===== src/rtl/fcore_efi_arbiter_if.sv =====
// Handshake bundle between the EFI arbiter, the fCore request/done lines and the shared EFI unit.
// The master modport is the arbiter's view; the slave modport is the cores/EFI-unit side.
interface fcore_efi_arbiter_if #(
  parameter int N_CORES = 4
);
  logic [N_CORES-1:0]         core_efi_start;
  logic [N_CORES-1:0]         core_efi_done;
  logic                       efi_start;
  logic                       efi_done;
  logic [$clog2(N_CORES)-1:0] efi_core_id;

  modport master (
    input  core_efi_start,
    input  efi_done,
    output core_efi_done,
    output efi_start,
    output efi_core_id
  );

  modport slave (
    output core_efi_start,
    output efi_done,
    input  core_efi_done,
    input  efi_start,
    input  efi_core_id
  );
endinterface


===== src/rtl/fcore_efi_arbiter.sv =====
// Round-robin sharing of one EFI unit among N_CORES fCores, with a watchdog that turns a hung unit into a sticky fault.
// Request to efi_start takes 2 cycles; done reaches the core 1 cycle after efi_done; cores stall themselves until done.
module fcore_efi_arbiter #(
  parameter int N_CORES       = 4,
  parameter int TIMEOUT_WIDTH = 16
) (
  input  logic                       clock,
  input  logic                       reset,
  fcore_efi_arbiter_if.master        efi_if,
  input  logic [TIMEOUT_WIDTH-1:0]   timeout_cycles,
  input  logic                       clear_fault,
  output logic                       busy,
  output logic                       fault,
  output logic [$clog2(N_CORES)-1:0] fault_core
);
  localparam int IDW = $clog2(N_CORES);
  localparam int SW  = IDW + 1;

  typedef enum logic [1:0] {
    ST_IDLE,
    ST_GRANT,
    ST_WAIT,
    ST_FAULT
  } state_e;

  state_e                   state_q, state_d;
  logic [N_CORES-1:0]       pending_q, pending_d;
  logic [N_CORES-1:0]       pend_clr;
  logic [IDW-1:0]           rr_ptr_q, rr_ptr_d;
  logic [IDW-1:0]           efi_core_id_q, efi_core_id_d;
  logic [TIMEOUT_WIDTH-1:0] counter_q, counter_d;
  logic [N_CORES-1:0]       core_efi_done_q, core_efi_done_d;
  logic                     busy_q, busy_d;
  logic                     fault_q, fault_d;
  logic [IDW-1:0]           fault_core_q, fault_core_d;

  logic [IDW-1:0]           sel_idx;
  logic                     sel_found;
  logic [IDW-1:0]           next_ptr;
  logic                     timeout_hit;

  // First pending core at or after rr_ptr, wrapping modulo N_CORES.
  always_comb begin
    logic [SW-1:0] cand;
    sel_idx   = '0;
    sel_found = 1'b0;
    cand      = '0;
    for (int j = 0; j < N_CORES; j++) begin
      cand = {1'b0, rr_ptr_q} + SW'(j);
      if (cand >= SW'(N_CORES)) begin
        cand = cand - SW'(N_CORES);
      end
      if (!sel_found && pending_q[cand[IDW-1:0]]) begin
        sel_found = 1'b1;
        sel_idx   = cand[IDW-1:0];
      end
    end
  end

  assign next_ptr    = (efi_core_id_q == IDW'(N_CORES - 1)) ? '0 : efi_core_id_q + IDW'(1);
  assign timeout_hit = (timeout_cycles != '0) &&
                       (counter_q == (timeout_cycles - TIMEOUT_WIDTH'(1)));

  always_comb begin
    state_d         = state_q;
    rr_ptr_d        = rr_ptr_q;
    efi_core_id_d   = efi_core_id_q;
    counter_d       = counter_q;
    core_efi_done_d = '0;
    fault_d         = fault_q;
    fault_core_d    = fault_core_q;
    pend_clr        = '0;

    case (state_q)
      ST_IDLE: begin
        if (sel_found) begin
          efi_core_id_d = sel_idx;
          state_d       = ST_GRANT;
        end
      end
      ST_GRANT: begin
        counter_d = '0;
        state_d   = ST_WAIT;
      end
      ST_WAIT: begin
        if (counter_q != '1) begin
          counter_d = counter_q + TIMEOUT_WIDTH'(1);
        end
        // A done arriving on the limit cycle still counts as a completion.
        if (efi_if.efi_done) begin
          core_efi_done_d[efi_core_id_q] = 1'b1;
          pend_clr[efi_core_id_q]        = 1'b1;
          rr_ptr_d                       = next_ptr;
          state_d                        = ST_IDLE;
        end else if (timeout_hit) begin
          fault_d                 = 1'b1;
          fault_core_d            = efi_core_id_q;
          pend_clr[efi_core_id_q] = 1'b1;
          rr_ptr_d                = next_ptr;
          state_d                 = ST_FAULT;
        end
      end
      ST_FAULT: begin
        if (clear_fault) begin
          fault_d = 1'b0;
          state_d = ST_IDLE;
        end
      end
      default: state_d = ST_IDLE;
    endcase

    // A new request on the cycle its previous one retires re-arms the bit.
    pending_d = (pending_q & ~pend_clr) | efi_if.core_efi_start;
    busy_d    = (state_d == ST_GRANT) || (state_d == ST_WAIT);
  end

  always_ff @(posedge clock) begin
    if (!reset) begin
      state_q         <= ST_IDLE;
      pending_q       <= '0;
      rr_ptr_q        <= '0;
      efi_core_id_q   <= '0;
      counter_q       <= '0;
      core_efi_done_q <= '0;
      busy_q          <= 1'b0;
      fault_q         <= 1'b0;
      fault_core_q    <= '0;
    end else begin
      state_q         <= state_d;
      pending_q       <= pending_d;
      rr_ptr_q        <= rr_ptr_d;
      efi_core_id_q   <= efi_core_id_d;
      counter_q       <= counter_d;
      core_efi_done_q <= core_efi_done_d;
      busy_q          <= busy_d;
      fault_q         <= fault_d;
      fault_core_q    <= fault_core_d;
    end
  end

  assign efi_if.efi_start     = (state_q == ST_GRANT);
  assign efi_if.efi_core_id   = efi_core_id_q;
  assign efi_if.core_efi_done = core_efi_done_q;
  assign busy                 = busy_q;
  assign fault                = fault_q;
  assign fault_core           = fault_core_q;
endmodule


===== src/flat_wrapper.sv =====
// flat-port wrapper written by rule: the top's interface ports become plain ports
module fcore_efi_arbiter_flat 
#(
  parameter int N_CORES       = 4,
  parameter int TIMEOUT_WIDTH = 16
)
  (clock, reset, timeout_cycles, clear_fault, busy, fault, fault_core, efi_if_core_efi_start, efi_if_efi_done, efi_if_core_efi_done, efi_if_efi_start, efi_if_efi_core_id);
  fcore_efi_arbiter_if #(.N_CORES(N_CORES)) efi_if_i ();
  input  logic clock;
  input  logic reset;
  input  logic [TIMEOUT_WIDTH-1:0] timeout_cycles;
  input  logic clear_fault;
  output logic busy;
  output logic fault;
  output logic [$clog2(N_CORES)-1:0] fault_core;
  input wire logic [$bits(efi_if_i.core_efi_start)-1:0] efi_if_core_efi_start;
  input wire logic [$bits(efi_if_i.efi_done)-1:0] efi_if_efi_done;
  output wire logic [$bits(efi_if_i.core_efi_done)-1:0] efi_if_core_efi_done;
  output wire logic [$bits(efi_if_i.efi_start)-1:0] efi_if_efi_start;
  output wire logic [$bits(efi_if_i.efi_core_id)-1:0] efi_if_efi_core_id;
  assign efi_if_i.core_efi_start = efi_if_core_efi_start;
  assign efi_if_i.efi_done = efi_if_efi_done;
  assign efi_if_core_efi_done = efi_if_i.core_efi_done;
  assign efi_if_efi_start = efi_if_i.efi_start;
  assign efi_if_efi_core_id = efi_if_i.efi_core_id;
  fcore_efi_arbiter #(.N_CORES(N_CORES), .TIMEOUT_WIDTH(TIMEOUT_WIDTH)) u_core (.clock(clock), .reset(reset), .efi_if(efi_if_i), .timeout_cycles(timeout_cycles), .clear_fault(clear_fault), .busy(busy), .fault(fault), .fault_core(fault_core));
endmodule

===== config.mk =====
export PLATFORM = sky130hd
export DESIGN_NAME = fcore_efi_arbiter_flat
export DESIGN_NICKNAME = d
export VERILOG_FILES = /design/src/rtl/fcore_efi_arbiter_if.sv /design/src/rtl/fcore_efi_arbiter.sv /design/src/flat_wrapper.sv
export SDC_FILE = /design/constraint.sdc
export NUM_CORES = 1
export LEC_CHECK = 0
export CAP_MARGIN = 15
export CORE_ASPECT_RATIO = 2
export CORE_UTILIZATION = 53
export CTS_CLUSTER_SIZE = 28
export DETAILED_ROUTE_END_ITERATION = 10
export PLACE_DENSITY = 0.76
export SLEW_MARGIN = 10
export SYNTH_ARGS = -nofsm -noshare
export SYNTH_HDL_FRONTEND = slang
export SYNTH_SLANG_ARGS = --single-unit

===== constraint.sdc =====
create_clock -name clock -period 3.3 [get_ports clock]
set_input_delay 0.66 -clock clock [delete_from_list [all_inputs] [get_ports clock]]
set_output_delay 0.66 -clock clock [all_outputs]
set_load 0.02 [all_outputs]

==> results.txt <==
The flow ran to the end, and the final reports show no timing, DRC or antenna violations. Once detail routing completed, the nets flagged for antenna violations numbered 0. The dominant synthesized flop cell is dfxtp_1.

Among all stages on the critical path, the largest delay is contributed by clkdlybuf4s50_1. The number of buffers inserted by hold repair at cts is 0. The clock tree from TritonCTS is yes.

The worst hold path belongs to the class reg2reg. The final layout contains routed wiring with a total length of 5750 um. The starting density of the core is 0.5544. Overall power consumption after layout is estimated at 0.0009581 W.

The largest net degree at the start of global routing came out at 17. The share of the synthesized area in the top cell type is 0.3194. The area fraction in and, or, nand and nor cells after synthesis is 0.2913. The first-pass GRT wire length is 9315 um. After synthesis, the largest family of logic cells by area is simple AND/OR/NAND/NOR gates. The total area inside the core boundary comes to 3844 um2. For the pin with the worst max-slew slack, the measured transition is 0.9283 ns. The maximum cell stage delay along the critical path came out at 0.50 ns.

The top fanout value on the critical path is 6. The combined area of all synthesized cells is 2131 um2. Headroom to the max-slew limit came out at 0.3731. A synthesized cell averages 7.805 um2. The area growth from synthesis to layout is 26.60%.

The number of violations of the max-capacitance limit is 0. The final weighted congestion of routability-driven global placement is 0.8455. The final hold violation count came out at 0. The net total in the final layout came out at 349.

Power spread over the standard cell area amounts to 355.2 nW/um2. The clock insertion delay at the later pin of the skew report came out at 0.29 ns. The post-synthesis mux area share came out at 0.01879. The post-cts sizing count came out at 0.

Of the total synthesized cell area, the portion taken by full adders, half adders and majority gates is 0.03523. In the layout the commonest cells are clkdlybuf4s50_1 (34), dfxtp_1 (34), nor2_1 (31). The cell accounting for the most synthesized area is dfxtp_1.

The cell class contributing the biggest share of worst-path delay is simple AND/OR/NAND/NOR gates. Setup repair after global routing left no endpoint under its margin. The number of warnings printed during yosys synthesis came out at 0. Counting the buffers created by CTS gives 5. Static timing analysis puts the maximum clock frequency at 342.5 MHz. In this run the number of H-tree levels came out at 2.

The number of nets produced by synthesis is 303. The die outline width is 46.84 um. The number of port buffers came out at 34. The tree is rooted in a clkbuf_8. In the post-route analysis, the smallest setup slack over all paths is 0.3806 ns. On the final layout, the worst hold slack is 0.4565 ns. Setup violations remaining at the end of the flow were counted as 0.

The die is 91.67 um tall. The fraction of layout instances using a drive strength above 1 is 0.09375. The CTS clock-pin slew for the worst setup and hold paths is 0.07 ns.

Using the TritonRoute via totals, the vias-per-cell ratio works out to 5.903. The sequential share of the synthesized area is 0.3194. The critical path data arrival time came out at 3.05 ns. The compound-cell area share of the yosys netlist came out at 0.2002.

The count of mapped cells out of synthesis is 273. The die footprint is 4293 um2. The initial antenna violation count came out at 0. The maximum VDD drop came out at 0.3640 mV. The count of vias placed by the detailed router came out at 2190. Of the total synthesized cell area, the portion taken by XOR and XNOR cells is 0.09454. The number of setup buffers added after CTS came out at 0.

Once placement completed, the tool counted placed cells totaling 363. The static power due to leakage came out at 0.9968 nW. The floorplan has 32 rows. Yosys attributes the largest share of cell area to dfxtp_1 (32%), xnor2_1 (5.8%), nor2_1 (5.5%). Yosys mapped a number of flops with a built-in enable equal to 0. Detailed placement ended at an HPWL of 4458 um. The clock passes through at most 2 buffers. The critical path buffer and inverter count is 2. The via count of the first global-routing pass is 2182. For this design, the sink count on the clock tree is 34. In this run the worst setup path begins at timeout_cycles[5]. The signal on the critical path passes through clkdlybuf4s50_1 -> nor3_1 -> nand4b_1 -> a2111oi_0 -> o32ai_1 -> nor4_4 -> buf_4 -> nand2b_1 -> a31oi_1. The total count of max-transition violations in the final report came out at 0. The critical register-to-register path startpoint is u_core.counter_q[15]. The shortest period the worst path allows came out at 2.919 ns. The number of diodes came out at 0. In this run the most critical hold path is launched from u_core.fault. The overall track demand over capacity in global routing is 0.2994. Yosys mapped the design onto 46 distinct sky130hd cell types. The part of the cycle the worst path needs came out at 0.8847.

The summed negative setup slack over all endpoints is 0 ns. At the worst endpoint, the required time is 3.44 ns. The worst setup path is launched from an input pin. The critical path in this run is classified as in2reg.

Synthesis inferred 34 register bits. After detailed routing, the average wire length per cell comes to 15.50 um. The detailed router finished its first iteration with 61 violations. The top-level port count came out at 35. The share of synthesized flip-flops with an asynchronous set or reset came out at 0.

The count of cells in the finished layout, fillers not included, comes to 371. The number of DRC violations after detailed routing came out at 0. The number of optimization iterations in the first detailed-route pass came out at 4.

STA classifies the critical path endpoint as a register. Across the routed clock network, the largest skew measured is 0.006819 ns. The setup slack after placement is 0.1006 ns. The remaining global-route overflow came out at 0.
-- sequential cells by signal (all words and copies together), names as in the netlist --
name,count
u_core.state_q,2
u_core.efi_if.core_efi_done,4
u_core.efi_if.efi_core_id,2
u_core.fault,1
u_core.counter_q,16
u_core.busy,1
u_core.rr_ptr_q,2
u_core.pending_q,4
u_core.fault_core,2
-- cells by family after synthesis --
logic type / after synthesis
AND/OR/NAND/NOR: 116
AO/OA/AOI/OAI: 67
flip-flops: 34
XOR/XNOR: 23
buffers and inverters: 23
adder cells (fa/ha/maj): 6
multiplexers: 4
-- final timing paths --
path	end	slack (ns)	depth (start not counted)
setup / recovery	u_core.busy	0.38	9
setup reg to reg	u_core.busy	0.91	8
hold / removal	u_core.fault	0.46	2
hold reg to reg	u_core.fault	0.46	2
-- Yosys cell counts, types with 2 or more instances --
cell / n
a2111oi_0: 3
nand4_1: 7
nor2_1: 31
nor3_1: 9
o21ai_0: 15
mux2i_1: 4
ha_1: 6
and2_1: 6
inv_1: 13
nand2b_1: 4
nand3_1: 13
a21oi_1: 23
nor4_4: 2
a31oi_1: 10
dfxtp_1: 34
nand3b_1: 2
xor2_1: 9
a21bo_2: 2
xnor2_1: 14
nand2_1: 20
nor4_1: 4
and3_1: 5
clkbuf_1: 9
nor2b_1: 3
or3_1: 4
-- power by group --
part | total (W) | internal (W) | switching (W) | leakage, nW
logic | 0.000198 | 0.0000922 | 0.000106 | 0.672
registers | 0.000447 | 0.000425 | 0.0000217 | 0.276
clock network | 0.000313 | 0.000168 | 0.000145 | 0.0482
total | 0.000958 | 0.000685 | 0.000273 | 0.997
-- stage by stage --
stage                     utilization  cell area, um2
final                          0.7018            2698
after global routing           0.7018            2698
after CTS                      0.7018            2698
after detailed placement       0.6781            2606
after global placement         0.6781            2606
after floorplan                     -            2131
-- layout make-up --
class                      instances  area (um2)
inverter                          14       52.55
tap                               51       63.81
fill                             373        1146
sequential                        34       680.7
multi-input combinational        216        1364
timing repair buffer              48       445.4
clock buffer                       7       86.33
clock inverter                     1       5.005
-- routing by layer --
metal,GRT usage,vias to the layer above,routed length [um]
met5,0,-,0
met4,0.1976,0,357
met3,0.03346,27,143
met2,0.5752,59,3291
met1,0.2484,1026,1957
li1,-,1078,-
-- worst register-to-register path: stages (launching register included) --
cell and delay (ns):
dfxtp_1 0.46, xor2_1 0.25, nor3_1 0.09, a2111oi_0 0.45, o32ai_1 0.25, nor4_4 0.38, buf_4 0.19, nand2b_1 0.10
a31oi_1 0.08
(Power assumes the default switching activity.)
